<file path="src/rtl/c7b_commit_trace_pkg.sv">
// c7b_commit_trace_pkg: shared exception codes and the commit-trace record layout.
package c7b_commit_trace_pkg;

    typedef enum logic [5:0] {
        ECODE_INT  = 6'h00,
        ECODE_PIL  = 6'h01,
        ECODE_PIS  = 6'h02,
        ECODE_PIF  = 6'h03,
        ECODE_PME  = 6'h04,
        ECODE_ADEF = 6'h08,
        ECODE_ALE  = 6'h09,
        ECODE_SYS  = 6'h0b,
        ECODE_BRK  = 6'h0c,
        ECODE_INE  = 6'h0d
    } ecode_e;

    // Record fields above the seq counter, MSB first; the full record is {hdr, seq}.
    typedef struct packed {
        logic [31:0] pc;
        logic        wen;
        logic [4:0]  waddr;
        logic [31:0] wdata;
        logic        exc;
        logic [5:0]  ecode;
    } rec_hdr_t;

    localparam int REC_HDR_W = $bits(rec_hdr_t);

    function automatic int trace_rec_w(input int seq_w);
        return REC_HDR_W + seq_w;
    endfunction

endpackage

</file>
<file path="src/rtl/c7b_commit_trace_fifo.sv">
// c7b_trace_fifo: generic FIFO with a registered head-of-queue output.
module c7b_trace_fifo #(
    parameter int WIDTH = 8,
    parameter int DEPTH = 4
) (
    input  logic                     clk,
    input  logic                     resetn,
    input  logic                     push,
    input  logic                     pop,
    input  logic [WIDTH-1:0]         din,
    output logic [WIDTH-1:0]         dout,
    output logic [$clog2(DEPTH):0]   count,
    output logic                     full,
    output logic                     empty
);
    localparam int AW = $clog2(DEPTH);

    logic [WIDTH-1:0] r_mem [DEPTH];
    logic [AW-1:0]    r_wr;
    logic [AW-1:0]    r_rd;
    logic [AW:0]      r_count;
    logic [WIDTH-1:0] r_dout;
    logic [AW-1:0]    w_rd_nxt;

    assign w_rd_nxt = r_rd + AW'(pop);
    assign dout     = r_dout;
    assign count    = r_count;
    assign full     = r_count == (AW+1)'(DEPTH);
    assign empty    = r_count == '0;

    always_ff @(posedge clk) begin
        if (push) r_mem[r_wr] <= din;
    end

    // The next head is the incoming word whenever it lands in the slot the read pointer moves to.
    always_ff @(posedge clk or negedge resetn) begin
        if (!resetn) begin
            r_wr    <= '0;
            r_rd    <= '0;
            r_count <= '0;
            r_dout  <= '0;
        end else begin
            r_wr    <= r_wr + AW'(push);
            r_rd    <= w_rd_nxt;
            r_count <= r_count + (AW+1)'(push) - (AW+1)'(pop);
            if (push || pop) r_dout <= (push && r_wr == w_rd_nxt) ? din : r_mem[w_rd_nxt];
        end
    end

endmodule

</file>
<file path="src/rtl/c7b_commit_trace.sv">
// c7b_commit_trace: captures retired instructions/exceptions and streams them
// in order over a valid/ready trace port, flagging any dropped record.
module c7b_commit_trace
    import c7b_commit_trace_pkg::*;
#(
    parameter int DEPTH = 4,
    parameter int SEQ_W = 16
) (
    input  logic             clk,
    input  logic             resetn,
    input  logic             valid_w,
    input  logic [31:0]      pc_w,
    input  logic             rf_wen_w,
    input  logic [4:0]       rf_waddr_w,
    input  logic [31:0]      rf_wdata_w,
    input  logic             exc_w,
    input  logic [5:0]       ecode_w,
    output logic             trace_stall,
    output logic             trace_valid,
    input  logic             trace_ready,
    output logic [31:0]      trace_pc,
    output logic             trace_wen,
    output logic [4:0]       trace_waddr,
    output logic [31:0]      trace_wdata,
    output logic             trace_exc,
    output logic [5:0]       trace_ecode,
    output logic [SEQ_W-1:0] trace_seq,
    output logic             trace_ovf
);
    localparam int REC_W = trace_rec_w(SEQ_W);
    localparam int CW    = $clog2(DEPTH) + 1;

    logic [SEQ_W-1:0] r_seq;
    logic             r_ovf;
    logic             w_push;
    logic             w_pop;
    logic             w_full;
    logic             w_empty;
    logic [CW-1:0]    w_count;
    rec_hdr_t         w_hdr;
    rec_hdr_t         w_out_hdr;
    logic [REC_W-1:0] w_din;
    logic [REC_W-1:0] w_dout;

    assign w_pop  = trace_valid & trace_ready;
    assign w_push = valid_w & (~w_full | w_pop);

    assign w_hdr = '{
        pc:    pc_w,
        wen:   rf_wen_w & ~exc_w & (rf_waddr_w != 5'd0),
        waddr: rf_waddr_w,
        wdata: rf_wdata_w,
        exc:   exc_w,
        ecode: ecode_w
    };
    assign w_din = {w_hdr, r_seq};

    c7b_trace_fifo #(.WIDTH(REC_W), .DEPTH(DEPTH)) u_fifo (
        .clk    (clk),
        .resetn (resetn),
        .push   (w_push),
        .pop    (w_pop),
        .din    (w_din),
        .dout   (w_dout),
        .count  (w_count),
        .full   (w_full),
        .empty  (w_empty)
    );

    assign {w_out_hdr, trace_seq} = w_dout;
    assign trace_pc    = w_out_hdr.pc;
    assign trace_wen   = w_out_hdr.wen;
    assign trace_waddr = w_out_hdr.waddr;
    assign trace_wdata = w_out_hdr.wdata;
    assign trace_exc   = w_out_hdr.exc;
    assign trace_ecode = w_out_hdr.ecode;
    assign trace_valid = ~w_empty;
    // Stall looks only at the registered count so the core never sees a path from trace_ready.
    assign trace_stall = w_count == CW'(DEPTH);
    assign trace_ovf   = r_ovf;

    always_ff @(posedge clk or negedge resetn) begin
        if (!resetn) begin
            r_seq <= '0;
            r_ovf <= 1'b0;
        end else begin
            r_seq <= r_seq + SEQ_W'(w_push);
            r_ovf <= r_ovf | (valid_w & ~w_push);
        end
    end

endmodule

</file>
<file path="config.mk">
export PLATFORM = sky130hd
export DESIGN_NAME = c7b_commit_trace
export DESIGN_NICKNAME = d
export VERILOG_FILES = /design/src/rtl/c7b_commit_trace_pkg.sv /design/src/rtl/c7b_commit_trace_fifo.sv /design/src/rtl/c7b_commit_trace.sv
export SDC_FILE = /design/constraint.sdc
export NUM_CORES = 1
export LEC_CHECK = 0
export BUFFER_PORTS_ARGS = -buffer_cell sky130_fd_sc_hd__buf_4
export CAP_MARGIN = 0
export CORE_MARGIN = 2
export CORE_UTILIZATION = 25
export CTS_CLUSTER_SIZE = 25
export DETAILED_ROUTE_END_ITERATION = 10
export GPL_ROUTABILITY_DRIVEN = 0
export MAX_ROUTING_LAYER = met4
export SLEW_MARGIN = 15
export SYNTH_ARGS = -nofsm -noshare
export SYNTH_HDL_FRONTEND = slang
export SYNTH_SLANG_ARGS = --single-unit
</file>
<file path="constraint.sdc">
create_clock -name clk -period 20.6 [get_ports clk]
set_input_delay 1.03 -clock clk [delete_from_list [all_inputs] [get_ports clk]]
set_output_delay 1.03 -clock clk [all_outputs]
set_load 0.02 [all_outputs]
</file>
==> flow_summary_export.csv, run 1 <==
group,metric,value,unit
sta,rsz0062_at_grt,"false",
floorplanning,die_area,76800,µm²
pwr,p_per_area,166,nW/µm²
detailed_routing,first_pass_iters,4,
floorplanning,num_io_pins,177,
detailed_routing,totalWireLength,42.6,mm
logic_synthesis,synth_xor_area_share,1.01,%
sta,hold_viol_final,0,
logic_synthesis,synth_top_cells_by_area,"edfxtp_1 60%, dfrtp_1 16%, mux4_2 11%",
logic_synthesis,seq_area_frac_synth,75.6,%
logic_synthesis,yosysWarnings,0,
clocking,clock_sinks,489,
logic_synthesis,synth.net_count,981,
pwr,pwr-share-comb,36.2,%
clocking,tritoncts,"done",
floorplanning,initial_utilization,25.1,%
place,dp.cells,2003,
logic_synthesis,synth_mux_area_share,11.2,%
setup_path,crit_top_cell,"buf_4",
global_routing,grt_antenna_before_repair,1,
setup_path,crit_path_end_kind,"flip-flop",
floorplanning,core.rowCount,100,
logic_synthesis,syn_area,18600,µm²
logic_synthesis,synth-adder-area-share,0.577,%
sta,max_freq,248,MHz
cells_and_area,drive_above_1_share,33.8,%
cells_and_area,fin_cells,2108,
setup_path,cp-start-kind,"flip-flop",
clocking,cts_resized,0,
sta,drv_slew,0,
floorplanning,die_y,277,µm
logic_synthesis,synth_compound_area_share,5.16,%
cells_and_area,final_common_cell,"edfxtp_1",
sta,slew_headroom,36.3,%
setup_path,cpPeakStageDelay,0.74,ns
clocking,ctsLongestPathBuffers,3,
sta,tightest_slew,0.955,ns
detailed_routing,vias,9394,
floorplanning,die_w,277,µm
place,io_buffer_count,176,
setup_path,critPathSlowestCell,"buf_4",
setup_path,cp.arrival,4.49,ns
global_routing,grt_first_pass_wirelength,64.7,mm
logic_synthesis,synth_edf_count,372,
clocking,h-tree-depth,2,
logic_synthesis,synth_simple_gate_area_share,4.22,%
pwr,power_frac_seq,38.8,%
clocking,cts_buffers,54,
detailed_routing,ant_nets,0,
setup_path,crit_fanout,47,
logic_synthesis,synth_area_leader_cell,"edfxtp_1",
logic_synthesis,netlist.area_leader.share,59.9,%
detailed_routing,drtIter0Drc,595,
cells_and_area,nets,1179,
logic_synthesis,synth_top_family_by_area,"multiplexers",
global_routing,grt_remaining_overflow,0,
global_routing,first_global_vias,10200,
logic_synthesis,synthCells,892,
global_routing,track_usage,11.4,%
logic_synthesis,ys_seq_elements,489,
setup_path,path_class,"flip-flop to flip-flop",
cells_and_area,fill_cells,7167,
pwr,p_sw,1.21,mW
pwr,p_int,2.56,mW
cells_and_area,mostFrequentLayoutCells,"372 x edfxtp_1, 192 x buf_4, 117 x dfrtp_1",
detailed_routing,post-route-drc-count,0,
clocking,clk_pin_slew,0.06,ns
logic_synthesis,synth-async-reset-ratio,23.9,%
clocking,postCtsSetupRepairBufs,0,
hold_path,min_path_type,"input pin to async pin",
global_routing,grt_max_degree,62,
run_status,status,"complete, no violations",
pwr,p_leak,8.01,nW
pwr,clockPowerShare,25.0,%
sta,setup_viol,0,
sta,tns,0,ns
sta,period_share,19.6,%
detailed_routing,via_per_inst,4.46,
setup_path,crit_chain,"or3_1 > nand2_1 > inv_1 > ha_4 > xor2_4 > buf_4 > buf_4 > mux4_2 > and2_1 > a221o_1",
setup_path,path_buf_inv,3,
job,maxCapViolCount,0,
pwr,switching_share,32.2,%
place,dpl.hpwl,23.1,mm
logic_synthesis,synth_cell_type_count,33,
logic_synthesis,synth_flop_cell,"edfxtp_1",
setup_path,cp.required,21.06,ns
pwr,vdd_drop_max,0.103,mV
clocking,hold_buffers,0,
logic_synthesis,avgSynthCellArea,20.9,µm²
detailed_routing,routedWlPerCell,20.2,µm
clocking,clock-root-buffer,"clkbuf_16",
setup_path,cpLargestDelayFamily,"buffers and inverters",
floorplanning,core-area,74200,µm²
sta,period_needed,4.03,ns
cells_and_area,syn_to_final_growth,22.1,%
clocking,insertion_delay,0.59,ns
sta,fin_skew,0.0175,ns
==> worst register-to-register path, stage by stage (launching register included) <==
cell	delay, ns
dfrtp_1	0.43
or3_1	0.41
nand2_1	0.16
inv_1	0.10
ha_4	0.19
xor2_4	0.36
buf_4	0.59
buf_4	0.75
mux4_2	0.50
and2_1	0.17
a221o_1	0.26
==> routing by layer <==
layer  global-route usage [%]  share of wire [%]  up-vias
li1                         -                  -     4077
met1                     15.0                 45     5038
met2                     18.0                 48      209
met3                     2.50                4.8       70
met4                     2.97                2.1        0
met5                        -                  0        -
==> power by group through the flow <==
stage | sequential [mW] | clock (mW) | combinational, mW
3_3_place_gp | 1.47 | 0 | 1.39
2_1_floorplan | 1.59 | 0 | 0.876
5_1_grt | 1.49 | 1.01 | 1.49
3_5_place_dp | 1.48 | 0 | 1.40
6_report | 1.46 | 0.944 | 1.36
4_1_cts | 1.47 | 0.977 | 1.40
==> sequential cells by signal (all words and copies together), names as in the netlist <==
register and flops:
r_seq 16, trace_ovf 1, u_fifo.count 3, u_fifo.dout 93
u_fifo.r_mem 372, u_fifo.r_rd 2, u_fifo.r_wr 2
==> final cells by class <==
cell class                      count  area (µm²)  share of cell area [%]
Antenna cell                        3        7.51                  0.0330
Clock buffer                       76        1510                    6.65
Inverter                            7        26.3                   0.115
Timing Repair Buffer              193        1450                    6.38
Clock inverter                     26         243                    1.07
Tap cell                          969        1210                    5.32
Sequential cell                   489       14100                    61.9
Multi-Input combinational cell    345        4220                    18.5
==> worst paths after layout <==
kind / from / to / slack [ns] / cells after the start
min in group clk: trace_ovf / trace_ovf / 0.48 / 1
setup reg to reg: u_fifo.count[1] / u_fifo.dout[72] / 16.57 / 10
hold reg to reg: trace_ovf / trace_ovf / 0.48 / 1
max in group asynchronous: resetn / u_fifo.r_rd[0] / 18.80 / 2
setup / recovery: u_fifo.count[1] / u_fifo.dout[72] / 16.57 / 10
hold / removal: resetn / u_fifo.dout[81] / 0.47 / 1
==> synth_stat cells, types with 2 or more instances <==
| library cell | count |
|---|---|
| nand3_1 | 5 |
| and3_1 | 2 |
| mux4_2 | 93 |
| nor3_1 | 2 |
| edfxtp_1 | 372 |
| and2_1 | 92 |
| ha_1 | 7 |
| xor2_1 | 8 |
| xnor2_1 | 11 |
| clkbuf_1 | 18 |
| buf_6 | 24 |
| nor2_1 | 6 |
| a221o_1 | 92 |
| nand2_1 | 6 |
| nor4_1 | 2 |
| or3_1 | 2 |
| inv_1 | 7 |
| nor3b_1 | 4 |
| dfrtp_1 | 117 |
| buf_2 | 9 |
==> metrics by stage <==
stage	setup WS, ns	hold slack, ns	total power, mW	instance area, µm²	util, %
2_1_floorplan	11.95	0.475	2.47	18600	-
3_3_place_gp	16.21	0.458	2.86	21000	28.3
4_1_cts	16.48	0.473	3.85	22800	30.7
5_1_grt	16.35	0.503	3.99	22800	30.7
6_report	16.57	0.469	3.77	22800	30.7
3_5_place_dp	16.19	0.465	2.89	21000	28.3
==> kinds of logic after synthesis <==
kind of cell / after synthesis
flip-flops: 489
adder cells (fa/ha/maj): 8
buffers and inverters: 58
AND/OR/NAND/NOR: 128
multiplexers: 93
AO/OA/AOI/OAI: 96
XOR/XNOR: 20
No activity file was read; power rests on OpenSTA's default activity.
==> inputs of run 2 (changes only) <==
==> constraint.sdc (replaced) <==
create_clock -name clk -period 3.5 [get_ports clk]
set_input_delay 0.175 -clock clk [delete_from_list [all_inputs] [get_ports clk]]
set_output_delay 0.175 -clock clk [all_outputs]
set_load 0.02 [all_outputs]
==> flow_summary_export.csv, run 2 (synthesis results as in run 1) <==
group,metric,value,unit
run_status,status,"complete, no violations",
cells_and_area,fin_util,32.1,%
clocking,tritoncts,"done",
clocking,cts_buffers,55,
sta,slew_headroom,32.6,%
sta,max_freq,333,MHz
sta,tns,0,ns
setup_path,cp.arrival,3.46,ns
hold_path,min_path_type,"input pin to flip-flop",
pwr,vdd_drop_max,0.634,mV
cells_and_area,syn_to_final_growth,27.8,%
setup_path,cp-start-kind,"flip-flop",
detailed_routing,routedWlPerCell,20.5,µm
setup_path,path_class,"flip-flop to flip-flop",
global_routing,track_usage,12.1,%
setup_path,r2r-end,"u_fifo.dout[71]",
cells_and_area,mostFrequentLayoutCells,"372 x edfxtp_1, 186 x buf_4, 117 x dfrtp_1",
global_routing,grt_antenna_before_repair,5,
job,maxCapViolCount,0,
place,dpl.hpwl,23.7,mm
floorplanning,die_w,277,µm
global_routing,grt_first_pass_wirelength,68.9,mm
floorplanning,num_io_pins,177,
detailed_routing,vias,9927,
sta,rsz0062_at_grt,"false",
global_routing,grt_remaining_overflow,0,
clocking,ctsLongestPathBuffers,3,
floorplanning,die_area,76800,µm²
clocking,clk_pin_slew,0.06,ns
clocking,clock_sinks,489,
detailed_routing,post-route-drc-count,0,
setup_path,reg2reg_depth,9,
sta,tightest_slew,1.01,ns
global_routing,grt_max_degree,63,
cells_and_area,final_common_cell,"edfxtp_1",
pwr,p_leak,8.45,nW
detailed_routing,first_pass_iters,4,
detailed_routing,ant_nets,0,
sta,holdWs,0.0716,ns
setup_path,endpoint,"u_fifo.dout[71]",
sta,period_needed,3.00,ns
sta,fin_skew,0.0275,ns
clocking,h-tree-depth,2,
floorplanning,initial_utilization,25.1,%
sta,setup_viol,0,
cells_and_area,nets,1267,
floorplanning,core.rowCount,100,
place,dp_slack,0.508,ns
setup_path,cp.required,3.96,ns
detailed_routing,drtIter0Drc,674,
sta,period_share,85.8,%
global_routing,first_global_vias,10900,
setup_path,reg2reg_from,"u_fifo.count[1]",
cells_and_area,largest_register_ffs,372,
setup_path,crit_fanout,21,
floorplanning,die_y,277,µm
sta,hold_viol_final,0,
floorplanning,core-area,74200,µm²
sta,setup_ws,0.498,ns
pwr,power,22.7,mW
setup_path,r2r_slack,0.50,ns
cells_and_area,drive_above_1_share,31.5,%
detailed_routing,via_per_inst,4.52,
place,io_buffer_count,176,
pwr,p_per_area,953,nW/µm²
cells_and_area,largest_register,"u_fifo.r_mem",
clocking,clock-root-buffer,"clkbuf_16",
setup_path,worstSetupStartpoint,"u_fifo.count[1]",
sta,drv_slew,0,
setup_path,crit_path_end_kind,"flip-flop",
detailed_routing,totalWireLength,45.1,mm
clocking,insertion_delay,0.60,ns
run 2: cell types whose count changed in the layout (fill, tap and decap cells not counted), moves of 4 or more:
cell and change:
clkbuf_1 +6, buf_4 -6, buf_12 +14, clkbuf_8 -5
dlygate4sd3_1 +79, clkinvlp_4 -4
run 2: stage by stage:
step | instance area, µm² | cells
6_report | 23800 | 2198
5_1_grt | 23800 | 2198
4_1_cts | 23800 | 2193
3_5_place_dp | 21300 | 2011
3_3_place_gp | 21300 | 2011
2_1_floorplan | 18700 | 892
run 2: power by group:
part           internal [mW]  switching (mW)
Clock                   3.24            2.34
Combinational           4.20            4.30
Sequential              7.94           0.689
run 2: worst max-delay path, stage by stage, from the launching register on:
cell and delay [ns]:
dfrtp_1 0.43, or3_1 0.41, nand2_1 0.15, inv_1 0.09, ha_4 0.32, buf_12 0.24
buf_12 0.24, mux4_2 0.51, and2_1 0.16, a221o_1 0.26
run 2: how the worst min path moves through the flow:
stage	to	startpoint	cells past startpoint	slack [ns]
final	u_fifo.r_mem[0][60]	rf_wen_w	2	0.07
after global routing	u_fifo.r_mem[0][60]	rf_wen_w	2	0.06
after CTS	u_fifo.r_mem[0][60]	rf_wen_w	2	0.05
after detailed placement	u_fifo.dout[80]	resetn	1	0.27
after global placement	u_fifo.dout[80]	resetn	1	0.27
after floorplan	r_seq[0]	resetn	0	-0.12
run 2: metal layers:
layer	share of wire, %	routed length (µm)	track usage (%)	vias to the layer above
met3	6.3	2850	3.20	73
met2	48	21500	19.1	265
met1	44	19900	15.5	5329
met5	0	0	-	-
li1	-	-	-	4260
met4	2.0	898	3.09	0
run 2: layout make-up:
cell class,count,area (µm²)
repair buffers,280,2480
fillers,7101,50400
flip-flops and latches,489,14100
well taps,969,1210
clock inverters,24,229
inverters,7,26.3
clock buffers,79,1520
multi-input cells,345,4250
diodes,5,12.5
run 2: what timing repair did:
| action | in CTS | in global routing |
|---|---|---|
| endpoints found under the hold margin | 442 | 0 |
| gates resized for setup | 0 | 0 |
| hold buffers | 79 | 0 |
| setup buffers | 0 | 0 |
==> inputs of run 3 (changes only) <==
--- a/config.mk
+++ b/config.mk
@@ -5,6 +5,7 @@
 export SDC_FILE = /design/constraint.sdc
 export NUM_CORES = 1
 export LEC_CHECK = 0
+export ABC_AREA = 1
 export BUFFER_PORTS_ARGS = -buffer_cell sky130_fd_sc_hd__buf_4
 export CAP_MARGIN = 0
 export CORE_MARGIN = 2
==> flow_summary_export.csv, run 3 <==
group,metric,value,unit
sta,slew_headroom,21.0,%
clocking,clock_sinks,489,
setup_path,cp-start-kind,"flip-flop",
sta,max_freq,341,MHz
pwr,p_leak,10.1,nW
setup_path,critPathSlowestCell,"dfrtp_1",
floorplanning,core-area,80400,µm²
setup_path,cpPeakStageDelay,0.42,ns
place,dp.cells,3062,
cells_and_area,largest_register_ffs,372,
setup_path,cpLargestDelayFamily,"buffers and inverters",
place,postPlaceCellArea,22800,µm²
logic_synthesis,yosysMostFrequentCell,"nand2_1",
setup_path,r2r_slack,0.57,ns
sta,hold_viol_final,0,
setup_path,crit_fanout,158,
sta,tns,0,ns
detailed_routing,ant_nets,0,
setup_path,r2r-end,"u_fifo.dout[84]",
clocking,ctsLongestPathBuffers,3,
logic_synthesis,seq_area_frac_synth,69.6,%
cells_and_area,final_cell_area,25400,µm²
logic_synthesis,avgSynthCellArea,10.6,µm²
clocking,tritoncts,"done",
clocking,cts_resized,0,
floorplanning,num_io_pins,177,
global_routing,grt_first_pass_wirelength,84.6,mm
global_routing,first_global_vias,14000,
clocking,insertion_delay,0.61,ns
clocking,h-tree-depth,2,
pwr,vdd_drop_max,0.866,mV
sta,fin_skew,0.0313,ns
floorplanning,core.rowCount,104,
clocking,clock-root-buffer,"clkbuf_16",
floorplanning,initial_utilization,25.2,%
setup_path,path_buf_inv,3,
detailed_routing,totalWireLength,55.7,mm
setup_path,crit_chain,"nor2_1 > nand2_1 > nand2_1 > inv_1 > ha_4 > inv_6 > buf_12 > nor2_1 > o21ai_0 > nand2_1 > o21ai_1 > nand3_1 > nand2_1",
cells_and_area,fill_cells,8160,
logic_synthesis,netlist.area_leader.share,55.2,%
hold_path,min_to,"trace_ovf",
detailed_routing,vias,14200,
cells_and_area,fin_cells,3248,
sta,drv_slew,0,
cells_and_area,final_common_cell,"nand2_1",
pwr,p_per_area,938,nW/µm²
floorplanning,die_w,289,µm
setup_path,cp.arrival,3.46,ns
floorplanning,die_area,83300,µm²
sta,setup_viol,0,
detailed_routing,routedWlPerCell,17.1,µm
setup_path,reg2reg_depth,13,
logic_synthesis,synth_area_leader_cell,"edfxtp_1",
logic_synthesis,synth.net_count,1999,
setup_path,path_class,"flip-flop to flip-flop",
floorplanning,die_y,289,µm
logic_synthesis,ys_top_cells_by_count,"394 x nand2_1, 382 x nor2_1, 372 x edfxtp_1, 209 x o21ai_0, 117 x dfrtp_1",
setup_path,crit_path_end_kind,"flip-flop",
logic_synthesis,yosysWarnings,0,
place,io_buffer_count,176,
hold_path,min_from,"trace_ready",
clocking,postCtsSetupRepairBufs,0,
detailed_routing,post-route-drc-count,0,
cells_and_area,nets,2227,
global_routing,grt_max_degree,159,
place,dpl.hpwl,29.5,mm
logic_synthesis,synth_cell_type_count,27,
cells_and_area,fin_util,31.6,%
global_routing,track_usage,13.7,%
sta,period_share,83.7,%
logic_synthesis,synth-async-reset-ratio,23.9,%
cells_and_area,syn_to_final_growth,25.4,%
logic_synthesis,synth_flop_cell,"edfxtp_1",
setup_path,cp.required,4.03,ns
hold_path,worstHoldPathCells,4,
clocking,cts_buffers,55,
global_routing,grt_remaining_overflow,0,
global_routing,grt_antenna_before_repair,6,
logic_synthesis,syn_area,20300,µm²
setup_path,crit_top_cell,"nand2_1",
cells_and_area,largest_register,"u_fifo.r_mem",
logic_synthesis,ys_seq_elements,489,
run_status,status,"complete, no violations",
logic_synthesis,synth_edf_count,372,
setup_path,reg2reg_from,"u_fifo.count[1]",
clocking,clk_pin_slew,0.06,ns
logic_synthesis,synthCells,1910,
detailed_routing,via_per_inst,4.38,
sta,rsz0062_at_grt,"false",
logic_synthesis,synth_top_cells_by_area,"edfxtp_1 55%, dfrtp_1 14%, nand2_1 7.3%",
cells_and_area,mostFrequentLayoutCells,"392 x nand2_1, 382 x nor2_1, 372 x edfxtp_1",
job,maxCapViolCount,0,
detailed_routing,first_pass_iters,5,
sta,tightest_slew,1.18,ns
sta,period_needed,2.93,ns
hold_path,min_path_type,"input pin to flip-flop",
cells_and_area,drive_above_1_share,14.2,%
sta,holdWs,0.0901,ns
detailed_routing,drtIter0Drc,950,
## run 3: cell types whose count changed after synthesis, moves of 15 or more
cell,previous run,this run
buf_2,9,45
clkbuf_1,18,49
mux4_2,93,0
inv_1,7,106
o21ai_0,0,209
nor2_1,6,382
nand3_1,5,101
and2_1,92,0
nand2_1,6,394
a221o_1,92,0
o21ai_1,0,70
buf_6,24,9
## run 3: cell type report
class                   count  area [µm²]  area share [%]
clock buffers              70        1500            5.92
flip-flops and latches    489       14100            55.5
repair buffers            282        2480            9.77
diodes                      5        12.5          0.0493
well taps                1060        1330            5.22
inverters                 108         413            1.63
clock inverters            32         260            1.03
multi-input cells        1202        5290            20.8
## run 3: cells by family after synthesis
family          after synthesis  share of synthesized area [%]
fa+ha+maj                     8                          0.531
xor+xnor                     14                          0.606
simple gates                898                           17.5
buf+inv                     219                           4.74
flops                       489                           69.6
compound gates              282                           6.98
## run 3: power breakdown
part           switching [mW]  internal [mW]
Sequential              0.703           7.93
Combinational            6.55           2.97
Clock                    2.44           3.21
Total                    9.69           14.1
## run 3: layer usage
layer  GRT usage, %  wire [µm]
met3           2.38       2940
met2           22.7      27100
met4           4.14       1450
met5              -          0
met1           17.0      24200
## run 3: worst max path at each step
stage	startpoint	slack (ns)	end	depth (start not counted)
6_report	u_fifo.count[1]	0.57	u_fifo.dout[84]	13
5_1_grt	u_fifo.count[1]	0.33	u_fifo.dout[50]	14
4_1_cts	u_fifo.count[1]	0.58	u_fifo.dout[55]	13
3_5_place_dp	u_fifo.count[1]	0.62	u_fifo.dout[55]	13
3_3_place_gp	u_fifo.count[1]	0.64	u_fifo.dout[55]	13
2_1_floorplan	u_fifo.count[1]	-1.34	u_fifo.r_mem[1][0]	4
## run 3: metrics by stage
stage / power [mW] / setup slack (ns)
CTS: 24.2 / 0.576
global route: 25.5 / 0.333
finish: 23.8 / 0.571
global placement: 18.3 / 0.644
detailed placement: 18.4 / 0.621
floorplan: 14.7 / -1.34
## run 3: worst min-delay path: stages
cell and delay [ns]:
buf_4 0.11, inv_1 0.04, nand3_1 0.21, o21bai_1 0.09
## run 3: what timing repair did
action	CTS	global route
setup endpoints to repair	0	0
hold endpoints to repair	443	0
hold buffers	79	0
